[config.mk]
export PLATFORM = sky130hd
export DESIGN_NAME = virtio_available_ring_scheduler
export DESIGN_NICKNAME = d
export VERILOG_FILES = /design/src/rtl/virtio_available_ring_scheduler.sv
export SDC_FILE = /design/constraint.sdc
export NUM_CORES = 1
export LEC_CHECK = 0
export CAP_MARGIN = 25
export CORE_MARGIN = 1
export CORE_UTILIZATION = 50
export CTS_BUF_LIST = sky130_fd_sc_hd__clkbuf_4 sky130_fd_sc_hd__clkbuf_8
export DETAILED_ROUTE_END_ITERATION = 16
export DONT_BUFFER_PORTS = 1
export GPL_ROUTABILITY_DRIVEN = 0
export SLEW_MARGIN = 20
export SYNTH_ARGS = -nofsm -noshare
export SYNTH_HDL_FRONTEND = slang
export SYNTH_SLANG_ARGS = --single-unit
[constraint.sdc]
create_clock -name aclk -period 4.7 [get_ports aclk]
set_input_delay 0.235 -clock aclk [delete_from_list [all_inputs] [get_ports aclk]]
set_output_delay 0.235 -clock aclk [all_outputs]
set_load 0.005 [all_outputs]
[src/rtl/virtio_available_ring_scheduler.sv]
// Round-robin scheduler sharing one available-ring read port between QUEUES handlers,
// with per-queue in-flight credit limits and tag-based response routing.
module virtio_available_ring_scheduler #(
  parameter  int QUEUES          = 4,
  parameter  int MAX_OUTSTANDING = 4,
  localparam int QW              = $clog2(QUEUES)
) (
  input  logic                 aclk,
  input  logic                 areset,
  input  logic [QUEUES-1:0]    enable,
  input  logic [QUEUES-1:0]    req_tvalid,
  output logic [QUEUES-1:0]    req_tready,
  input  logic [QUEUES*2-1:0]  req_tid,
  input  logic [QUEUES*32-1:0] req_tdata,
  output logic                 tx_tvalid,
  input  logic                 tx_tready,
  output logic [1:0]           tx_tid,
  output logic [QW-1:0]        tx_tdest,
  output logic [31:0]          tx_tdata,
  input  logic                 rx_tvalid,
  output logic                 rx_tready,
  input  logic [QW-1:0]        rx_tdest,
  input  logic                 rx_tlast,
  input  logic [31:0]          rx_tdata,
  output logic [QUEUES-1:0]    rsp_tvalid,
  input  logic [QUEUES-1:0]    rsp_tready,
  output logic                 rsp_tlast,
  output logic [31:0]          rsp_tdata,
  output logic                 error
);

  logic              tx_tvalid_q, tx_tvalid_d;
  logic [1:0]        tx_tid_q, tx_tid_d;
  logic [QW-1:0]     tx_tdest_q, tx_tdest_d;
  logic [31:0]       tx_tdata_q, tx_tdata_d;
  logic [QW-1:0]     last_q, last_d;
  logic              error_q, error_d;
  logic [7:0]        credit_q [QUEUES];
  logic [7:0]        credit_d [QUEUES];

  logic [QUEUES-1:0] eligible;
  logic [QUEUES-1:0] completion;
  logic              loadable;
  logic              grant_valid;
  logic              grant_fire;
  logic [QW-1:0]     grant_idx;
  logic [QW-1:0]     search_idx;
  logic              rx_dest_ok;

  // Round-robin search starts one past the last granted queue.
  always_comb begin
    loadable    = !tx_tvalid_q || tx_tready;
    eligible    = '0;
    grant_valid = 1'b0;
    grant_idx   = '0;
    search_idx  = '0;
    req_tready  = '0;
    for (int i = 0; i < QUEUES; i++) begin
      eligible[i] = enable[i] && req_tvalid[i] && (credit_q[i] < 8'(MAX_OUTSTANDING));
    end
    for (int k = 1; k <= QUEUES; k++) begin
      search_idx = QW'((int'(last_q) + k) % QUEUES);
      if (!grant_valid && eligible[search_idx]) begin
        grant_valid = 1'b1;
        grant_idx   = search_idx;
      end
    end
    grant_fire = grant_valid && loadable && !areset;
    for (int i = 0; i < QUEUES; i++) begin
      req_tready[i] = grant_fire && (grant_idx == QW'(i));
    end
  end

  always_comb begin
    tx_tvalid_d = tx_tvalid_q;
    tx_tid_d    = tx_tid_q;
    tx_tdest_d  = tx_tdest_q;
    tx_tdata_d  = tx_tdata_q;
    last_d      = last_q;
    if (loadable) begin
      tx_tvalid_d = grant_fire;
      if (grant_fire) begin
        tx_tdest_d = grant_idx;
        last_d     = grant_idx;
        for (int i = 0; i < QUEUES; i++) begin
          if (grant_idx == QW'(i)) begin
            tx_tid_d   = req_tid[2*i +: 2];
            tx_tdata_d = req_tdata[32*i +: 32];
          end
        end
      end
    end
  end

  // Out-of-range tags are swallowed (ready high, no valid) and flagged.
  always_comb begin
    rx_dest_ok = (int'(rx_tdest) < QUEUES);
    rx_tready  = 1'b1;
    rsp_tvalid = '0;
    for (int i = 0; i < QUEUES; i++) begin
      if (rx_tdest == QW'(i)) begin
        rx_tready     = rsp_tready[i];
        rsp_tvalid[i] = rx_tvalid;
      end
    end
    completion = rsp_tvalid & {QUEUES{rx_tready && rx_tlast}};
  end

  // A completion against an empty counter is a protocol error and must not wrap.
  always_comb begin
    error_d = error_q || (rx_tvalid && !rx_dest_ok);
    for (int i = 0; i < QUEUES; i++) begin
      credit_d[i] = credit_q[i];
      if (completion[i] && (credit_q[i] == 8'd0)) begin
        error_d = 1'b1;
      end
      if (req_tready[i] && !(completion[i] && (credit_q[i] != 8'd0))) begin
        credit_d[i] = credit_q[i] + 8'd1;
      end else if (!req_tready[i] && completion[i] && (credit_q[i] != 8'd0)) begin
        credit_d[i] = credit_q[i] - 8'd1;
      end
    end
  end

  always_ff @(posedge aclk) begin
    if (areset) begin
      tx_tvalid_q <= 1'b0;
      tx_tid_q    <= '0;
      tx_tdest_q  <= '0;
      tx_tdata_q  <= '0;
      last_q      <= QW'(QUEUES - 1);
      error_q     <= 1'b0;
      for (int i = 0; i < QUEUES; i++) begin
        credit_q[i] <= '0;
      end
    end else begin
      tx_tvalid_q <= tx_tvalid_d;
      tx_tid_q    <= tx_tid_d;
      tx_tdest_q  <= tx_tdest_d;
      tx_tdata_q  <= tx_tdata_d;
      last_q      <= last_d;
      error_q     <= error_d;
      for (int i = 0; i < QUEUES; i++) begin
        credit_q[i] <= credit_d[i];
      end
    end
  end

  assign tx_tvalid = tx_tvalid_q;
  assign tx_tid    = tx_tid_q;
  assign tx_tdest  = tx_tdest_q;
  assign tx_tdata  = tx_tdata_q;
  assign rsp_tlast = rx_tlast;
  assign rsp_tdata = rx_tdata;
  assign error     = error_q;

endmodule

==> impl_metrics.csv, run 1 <==
group,metric,value,unit
cts,cts_setup_buffers,0,
placed_design,dp_hpwl,10.50,mm
global_route,grt_max_degree,42,
worst_setup_path,path_max_fanout,11,
timing,max_freq,236.9,MHz
worst_setup_path,critPathMaxStageDelay,480,ps
power,seq_power_share,23.3,%
worst_setup_path,reg2reg_depth,13,
yosys,synth_seq_cells,72,
floorplan,std_cell_rows,37,
placed_design,dp_cells,655,
routing,antenna_left,0,
cells_and_area,nFillCells,981,
timing,fin_tns_setup,0,ps
yosys,synth_nets,790,
yosys,synth-edff-count,0,
cts,clk_pin_slew,80,ps
global_route,grt_pass1_vias,4089,
worst_setup_path,crit_path_frequent_cell,"nand4_2",
cts,cts.htree.levels,3,
cells_and_area,layout-drive-gt1-share,17.35,%
routing,drc,0,
worst_setup_path,regToRegEndpoint,"credit_q[1][7]",
yosys,synthArstFlopShare,0,%
cts,clock_sinks,72,
power,p_comb_share,64.7,%
worst_setup_path,endpoint_kind,"flip-flop",
cts,cts_buffers,9,
routing,first_pass_iters,5,
yosys,synth.distinct_cells,71,
floorplan,die_area,0.01102,sq mm
yosys,synth_top_flop_cell,"dfxtp_1",
worst_setup_path,path_class,"reg -> reg",
power,p_sw_share,44.97,%
routing,avgViaCountPerCell,6.354,
cells_and_area,seqCellArea,0.001441,sq mm
routing,vias,4270,
cts,root_buffer,"clkbuf_8",
timing,setup_viol,0,
power,vdd_drop_max,0.0004687,V
cells_and_area,multiInputGateArea,0.003436,sq mm
power,power_frac_clock,12.0,%
cells_and_area,areaGrowthSynthToFinish,2.006,%
power,power.density,866.7,mW/mm^2
global_route,grt_usage,25.30,%
power,intPower,2580,uW
routing,routedWlPerCell,20.81,um
global_route,antenna_found_initial,0,
yosys,avgSynthCellArea,9.238,sq um
floorplan,fp.dieW,105.0,um
timing,worstMarginPinSlew,798.7,ps
floorplan,core_area,0.01032,sq mm
cts,clk_latency,360,ps
worst_setup_path,r2r-start,"credit_q[2][2]",
hold_path,hold_class,"in -> reg",
worst_setup_path,worstPathRequired,5010,ps
global_route,grt_pass1_wl,21.71,mm
timing,finalHoldViolCount,0,
cts,cts_resized,0,
cts,clk_path_buf_depth,2,
hold_path,hold_path_depth,2,
hold_path,hold_start,"areset",
timing,rsz0062_at_grt,"false",
worst_setup_path,crit_arrival,4530,ps
floorplan,initial_core_util,51.36,%
routing,drt_iter0_markers,251,
worst_setup_path,regToRegSetupSlack,480,ps
timing,slew_headroom,46.65,%
worst_setup_path,crit_path_top_delay_cell,"or3b_2",
power,p_leak,0.002074,uW
cts,ctsHoldBuffers,1,
placed_design,port_buffers,0,
timing,period_share,89.81,%
power,p_switching,2108,uW
routing,wl,13.99,mm
cells_and_area,fin_cells,672,
floorplan,die_h,105.0,um
yosys,synth_cells,574,
timing,maxSlewViolCount,0,
timing,min_period,4221,ps
yosys,synthesis.area,0.005303,sq mm
floorplan,io_pins,267,
cts,cts_tree,"done",
worst_setup_path,worstSetupStartpointType,"flip-flop",
cells_and_area,fin_nets,747,
run_status,status,"finished, final reports clean",
hold_path,holdPathEnd,"last_q[0]",
global_route,overflow,0,
worst_setup_path,cp_cell_sequence,"nor4_4 > nand4_2 > a32oi_1 > nand3_1 > nand4_2 > ha_1 > a211o_1 > o211ai_1 > a21oi_1 > o21ai_0 > or3b_2 > a2111oi_0 > a311o_1",
cells_and_area,diodes,0,
yosys,ys_seq_area_share,27.18,%
job,max_cap_violations,0,
yosys,yosysWarnings,0,
timing,finClkSkew,7.262,ps
## layer usage
layer	vias to the layer above	global-route usage (%)	routed length [um]
li1	2045	-	-
met1	2005	31.98	5977
met2	190	41.34	6672
met3	30	5.802	1085
met4	0	10.56	251
met5	-	0	0
## how the worst max path moves through the flow
stage	slack, ps	cells after the start	end	start
after floorplan	970	13	credit_q[1][7]	credit_q[0][2]
after global placement	650	13	credit_q[1][7]	credit_q[2][2]
after detailed placement	540	13	credit_q[1][7]	credit_q[2][2]
after CTS	520	13	credit_q[1][7]	credit_q[2][2]
after global routing	190	13	credit_q[1][7]	credit_q[2][2]
final	480	13	credit_q[1][7]	credit_q[2][2]
## cell families (layout without fill, tap and decap cells)
| kind of cell | after synthesis | count (layout) | share of synthesized area [%] |
|---|---|---|---|
| AOI/OAI and AO/OA | 171 | 171 | 22.51 |
| and+or+nand+nor | 129 | 129 | 15.20 |
| muxes | 78 | 78 | 16.14 |
| buffers and inverters | 76 | 38 | 8.282 |
| DFF | 72 | 72 | 27.18 |
| adders and majority gates | 29 | 29 | 7.409 |
| xor gates and xnor gates | 19 | 19 | 3.280 |
## area by class of cell
class                           instances  area share, %
Timing Repair Buffer                    9          1.619
Tap cell                              136          3.146
Inverter                               13         0.9022
Clock buffer                           10          2.429
Sequential cell                        72          26.65
Multi-Input combinational cell        426          63.52
Clock inverter                          6          1.735
## flip-flops by register name, indices dropped and copies added, names as in the netlist
name / cells
tx_tid: 2
credit_q: 32
tx_tdata: 32
error: 1
tx_tdest: 2
last_q: 2
tx_tvalid: 1
## layout by cell type (no fill, tap or decap), drive strengths merged, types with 4 or more instances in the layout
cell and n:
a211oi 5, a21o 10, a21oi 26, a22oi 35, a31o 5, and2 7
and3 4, and4 5, buf 9, clkbuf 10, clkinv 4, dfxtp 72
fa 4, ha 25, inv 12, mux2 37, mux2i 40, nand2 14
nand3 16, nand4 17, nor2 37, nor3 7, nor4 5, o211ai 4
o21ai 47, o21bai 7, o31ai 8, xnor2 13, xor2 6
## worst max-delay path: cells and delay by family, from the launching register on
kind	cells	cell delay, ps
adder cells (fa/ha/maj)	1	290
AND/OR/NAND/NOR	5	1930
AO/OA/AOI/OAI	7	1620
flip-flops	1	360
## synthesized netlist by cell type, types with 4 or more instances
cell type,instances,area share (%)
dfxtp_1,72,27
o21ai_0,47,4.4
mux2i_1,39,7.4
nor2_1,37,2.6
mux2_2,36,7.6
a22oi_1,35,5.0
buf_4,34,4.8
a21oi_1,26,2.5
ha_1,25,5.9
buf_2,15,1.4
nand3_1,15,1.4
nand2_1,14,0.99
nand4_1,14,1.7
clkbuf_1,13,0.92
inv_1,12,0.85
xnor2_1,12,2.0
a21o_1,10,1.4
o31ai_1,8,1.1
o21bai_1,7,0.99
nor3_1,6,0.57
xor2_1,6,0.99
a211oi_1,5,0.71
and2_1,5,0.59
nor4_4,5,2.0
a31o_2,4,0.66
fa_1,4,1.5
o211ai_1,4,0.57
## through the flow
step / hold slack (ps) / setup slack [ps] / utilization (%) / instance area (sq um) / power, uW
floorplan: 408.2 / 973.1 / - / 5303 / 3585
global placement: 308.7 / 653.3 / 49.87 / 5149 / 4031
detailed placement: 311.0 / 535.7 / 50.02 / 5164 / 4130
CTS: 8.192 / 516.9 / 52.39 / 5409 / 4717
global route: 31.35 / 192.2 / 52.39 / 5409 / 5080
finish: 31.18 / 478.9 / 52.39 / 5409 / 4688
## power by group through the flow
stage	logic, uW	clock network, uW	registers (uW)
floorplan	2560	0	1020
global placement	2930	0	1100
detailed placement	3020	0	1110
CTS	3040	580	1090
global route	3360	606	1120
finish	3030	563	1090
(Power assumes the default switching activity.)
==> run 2: changes to the inputs <==
- PLACE_DENSITY: default -> 0.66
==> impl_metrics.csv, run 2 (synthesis gave the netlist of run 1 again) <==
group,metric,value,unit
run_status,status,"finished, final reports clean",
placed_design,port_buffers,0,
job,max_cap_violations,0,
global_route,antenna_found_initial,0,
worst_setup_path,path_max_fanout,8,
worst_setup_path,regToRegSetupSlack,570,ps
timing,maxSlewViolCount,0,
cells_and_area,layout-drive-gt1-share,17.44,%
cells_and_area,areaGrowthSynthToFinish,2.855,%
worst_setup_path,critPathBufInv,0,
routing,wl,14.51,mm
routing,routedWlPerCell,21.49,um
floorplan,io_pins,267,
power,power.density,872.0,mW/mm^2
timing,slew_headroom,40.52,%
floorplan,die_area,0.01102,sq mm
cts,ctsHoldBuffers,2,
cells_and_area,nFillCells,941,
global_route,grt_pass1_vias,4163,
global_route,grt_max_degree,45,
timing,period_share,87.77,%
timing,layout_setup_ws,574.9,ps
timing,min_period,4125,ps
routing,drt_iter0_markers,255,
cts,cts.htree.levels,3,
cells_and_area,diodes,0,
worst_setup_path,worstSetupStartpointType,"flip-flop",
timing,finClkSkew,16.06,ps
cts,cts_tree,"done",
floorplan,fp.dieW,105.0,um
timing,setup_viol,0,
worst_setup_path,critPathMaxStageDelay,470,ps
cells_and_area,mostFrequentLayoutCell,"dfxtp_1",
worst_setup_path,cp_cell_sequence,"nor4_4 > nand4_1 > o21a_1 > o221ai_1 > nand4_2 > ha_1 > a211o_1 > o211ai_1 > a21oi_1 > o21ai_0 > or3b_2 > a2111oi_0 > a311o_1",
worst_setup_path,endpoint_kind,"flip-flop",
cells_and_area,layout_common_cells,"72 x dfxtp_1, 47 x o21ai_0, 39 x mux2i_1, 36 x mux2_2",
worst_setup_path,crit_arrival,4420,ps
cells_and_area,fin_nets,751,
placed_design,dp_hpwl,11.02,mm
worst_setup_path,crit_family,"compound AO/OA/AOI/OAI gates",
timing,rsz0062_at_grt,"false",
routing,vias,4349,
cts,clk_pin_slew,80,ps
timing,finalHoldViolCount,0,
worst_setup_path,crit_path_top_delay_cell,"or3b_2",
routing,avgViaCountPerCell,6.443,
routing,antenna_left,0,
cts,clk_path_buf_depth,2,
floorplan,std_cell_rows,37,
global_route,overflow,0,
timing,fin_tns_setup,0,ps
power,p_leak,0.002097,uW
power,fin_total_pwr,4756,uW
routing,drc,0,
hold_path,hold_class,"in -> reg",
floorplan,initial_core_util,51.36,%
timing,worstMarginPinSlew,890.5,ps
placed_design,pre_cts_slack,671.0,ps
floorplan,die_h,105.0,um
global_route,grt_usage,26.36,%
worst_setup_path,worstPathRequired,4990,ps
cts,clk_latency,350,ps
worst_setup_path,path_class,"reg -> reg",
cts,clock_sinks,72,
routing,first_pass_iters,6,
timing,max_freq,242.4,MHz
cts,cts_buffers,9,
power,vdd_drop_max,0.0004002,V
cts,root_buffer,"clkbuf_8",
cts,cts_setup_buffers,0,
global_route,grt_pass1_wl,22.80,mm
cts,cts_resized,0,
floorplan,core_area,0.01032,sq mm
[run 2: cell types whose count changed in the layout (fill, tap and decap cells not counted)]
| cell | previous run | this run |
|---|---|---|
| clkinv_4 | 3 | 0 |
| dlygate4sd3_1 | 0 | 2 |
| buf_4 | 7 | 9 |
| clkbuf_4 | 1 | 0 |
| clkbuf_8 | 9 | 11 |
| buf_12 | 1 | 0 |
| buf_16 | 0 | 1 |
| inv_6 | 0 | 1 |
[run 2: power by group]
group | switching [uW] | internal [uW]
Combinational | 1640 | 1460
Sequential | 251 | 844
Clock | 242 | 327
Total | 2130 | 2630
[run 2: final cells by class]
type	count	area [sq um]	share of cell area, %
clock buffer	11	151.4	2.776
clock inverter	4	76.32	1.399
inverter	13	48.80	0.8947
multi-input combinational	426	3436	63.00
sequential	72	1441	26.43
tap	136	170.2	3.120
timing repair buffer	13	130.1	2.386
[run 2: worst reg2reg max path: cells and delay by family (launching register included)]
| family | cells | cell delay [ps] |
|---|---|---|
| simple gates | 4 | 1350 |
| compound gates | 8 | 1970 |
| fa+ha+maj | 1 | 390 |
| flops | 1 | 360 |
[run 2: routing by layer]
metal	routed length, um	vias up	part of all wire, %	GRT usage, %
met5	0	-	0	0
met4	129	0	0.89	7.042
met3	987	12	6.8	7.923
met2	7166	165	49	44.51
met1	6223	2112	43	32.49
li1	-	2060	-	-
[run 2: worst paths after layout]
| kind | start | to | cells after the start |
|---|---|---|---|
| max | credit_q[1][2] | credit_q[1][7] | 13 |
| min | areset | last_q[1] | 2 |
| max reg2reg | credit_q[1][2] | credit_q[1][7] | 13 |
| min reg2reg | tx_tdest[1] | tx_tdest[1] | 1 |
[run 2: metrics by stage]
| step | std cells | area (sq um) | hold WS [ps] | utilization, % |
|---|---|---|---|---|
| after global placement | 656 | 5164 | 318.6 | 50.02 |
| after detailed placement | 657 | 5191 | 322.5 | 50.28 |
| after global routing | 675 | 5454 | 13.06 | 52.83 |
| after floorplan | 574 | 5303 | 408.2 | - |
| after CTS | 674 | 5439 | 15.31 | 52.68 |
| final | 675 | 5454 | 24.08 | 52.83 |
==> run 3: changes to the inputs <==
- PLACE_DENSITY: 0.66 -> 0.76
==> impl_metrics.csv, run 3 (synthesis gave the netlist of run 1 again) <==
group,metric,value,unit
timing,worstMarginPinSlew,986.0,ps
worst_setup_path,worstSetupStartpointType,"flip-flop",
timing,period_share,91.48,%
cts,clock_sinks,72,
power,power.density,865.8,mW/mm^2
global_route,grt_pass1_vias,4107,
placed_design,port_buffers,0,
worst_setup_path,crit_arrival,4620,ps
worst_setup_path,crit_path_top_delay_cell,"or3b_2",
cts,cts.htree.levels,3,
cts,clk_path_buf_depth,2,
power,vdd_drop_max,0.0005952,V
hold_path,hold_path_depth,2,
timing,maxSlewViolCount,0,
run_status,status,"finished, final reports clean",
cells_and_area,mostFrequentLayoutCell,"dfxtp_1",
routing,drc,0,
global_route,overflow,0,
cts,ctsHoldBuffers,2,
routing,first_pass_iters,5,
global_route,grt_pass1_wl,21.87,mm
hold_path,holdPathEnd,"last_q[0]",
worst_setup_path,regToRegEndpoint,"credit_q[1][7]",
timing,fin_tns_setup,0,ps
worst_setup_path,crit_path_frequent_cell,"nand4_2",
worst_setup_path,crit_family,"simple AND/OR/NAND/NOR gates",
floorplan,die_area,0.01102,sq mm
timing,min_period,4299,ps
worst_setup_path,critPathBufInv,0,
worst_setup_path,path_class,"reg -> reg",
cts,root_buffer,"clkbuf_8",
cts,cts_resized,0,
routing,vias,4370,
power,p_leak,0.002086,uW
routing,wl,14.44,mm
floorplan,initial_core_util,51.36,%
floorplan,core_area,0.01032,sq mm
routing,antenna_left,0,
cts,clk_pin_slew,80,ps
timing,slew_headroom,34.27,%
job,max_cap_violations,0,
timing,setup_viol,0,
placed_design,pre_cts_slack,441.2,ps
worst_setup_path,endpoint_kind,"flip-flop",
timing,finalHoldViolCount,0,
worst_setup_path,critPathMaxStageDelay,480,ps
cts,cts_tree,"done",
routing,avgViaCountPerCell,6.484,
cts,cts_buffers,9,
worst_setup_path,cp_cell_sequence,"nor4_4 > nand4_2 > a32oi_1 > nand3_1 > nand4_2 > ha_1 > a211o_1 > o211ai_1 > a21oi_1 > o21ai_0 > or3b_2 > a2111oi_0 > a311o_1",
global_route,grt_usage,25.70,%
cts,clk_latency,370,ps
floorplan,io_pins,267,
floorplan,die_h,105.0,um
placed_design,dp_hpwl,10.74,mm
floorplan,std_cell_rows,37,
cells_and_area,layout-drive-gt1-share,17.32,%
worst_setup_path,worstPathRequired,5020,ps
worst_setup_path,regToRegSetupSlack,400,ps
global_route,antenna_found_initial,3,
worst_setup_path,reg2reg_depth,13,
routing,routedWlPerCell,21.42,um
cells_and_area,layout_common_cells,"72 x dfxtp_1, 47 x o21ai_0, 39 x mux2i_1, 36 x mux2_2",
timing,max_freq,232.6,MHz
floorplan,fp.dieW,105.0,um
global_route,grt_max_degree,71,
timing,rsz0062_at_grt,"false",
cts,cts_setup_buffers,0,
timing,finClkSkew,9.241,ps
hold_path,hold_start,"areset",
worst_setup_path,r2r-start,"credit_q[2][2]",
cells_and_area,areaGrowthSynthToFinish,2.383,%
worst_setup_path,path_max_fanout,11,
cells_and_area,fin_nets,748,
timing,layout_setup_ws,400.5,ps
hold_path,hold_class,"in -> reg",
routing,drt_iter0_markers,327,
run 3: cell count changes in the layout (fill, tap and decap cells not counted), sizes merged:
cell | previous run | this run
dlygate4sd3 | 2 | 1
inv | 13 | 12
clkbuf | 11 | 10
clkinv | 1 | 4
diode | 0 | 1
buf | 11 | 9
run 3: final cells by class:
cell class                      count  area, sq um
Fill cell                         933         4895
Tap cell                          136        170.2
Timing Repair Buffer               10        110.1
Clock buffer                       10        137.6
Inverter                           13        48.80
Clock inverter                      6        82.58
Multi-Input combinational cell    426         3436
Antenna cell                        1        2.502
Sequential cell                    72         1441
run 3: stage by stage:
stage | total power (uW) | std cells | utilization (%) | hold WS [ps] | instance area, sq um
5_1_grt | 5055 | 674 | 52.59 | 28.31 | 5429
3_3_place_gp | 3974 | 654 | 49.87 | 313.3 | 5149
3_5_place_dp | 4126 | 655 | 50.14 | 319.1 | 5176
6_report | 4701 | 674 | 52.59 | 30.23 | 5429
4_1_cts | 4711 | 673 | 52.56 | 6.076 | 5426
2_1_floorplan | 3585 | 574 | - | 408.2 | 5303
run 3: worst max path at each step:
stage	to	startpoint	depth (start not counted)	slack (ps)
6_report	credit_q[1][7]	credit_q[2][2]	13	400
5_1_grt	credit_q[1][7]	credit_q[2][2]	13	170
4_1_cts	credit_q[1][7]	credit_q[2][2]	13	430
3_5_place_dp	credit_q[1][7]	credit_q[2][2]	13	440
3_3_place_gp	credit_q[1][7]	credit_q[2][2]	13	630
2_1_floorplan	credit_q[1][7]	credit_q[0][2]	13	970
run 3: where the power goes:
part / internal [uW] / total (uW) / switching, uW / leakage [uW]
sequential: 844 / 1090 / 248 / 0.000592
combinational: 1430 / 3050 / 1620 / 0.00138
clock: 310 / 558 / 247 / 0.000112
total: 2590 / 4700 / 2110 / 0.00209
run 3: worst register-to-register path, cell delays in order (launching register included):
cell and delay, ps:
dfxtp_1 350, nor4_4 400, nand4_2 320, a32oi_1 260, nand3_1 390, nand4_2 390, ha_1 300, a211o_1 310
o211ai_1 150, a21oi_1 150, o21ai_0 220, or3b_2 480, a2111oi_0 400, a311o_1 160
run 3: layer usage:
| metal | routed length, um | up-vias | global-route usage, % |
|---|---|---|---|
| met3 | 1337 | 28 | 10.54 |
| met2 | 6685 | 225 | 40.68 |
| met4 | 332 | 4 | 8.249 |
| li1 | - | 2052 | - |
| met5 | 26 | - | 0 |
| met1 | 6058 | 2061 | 31.61 |
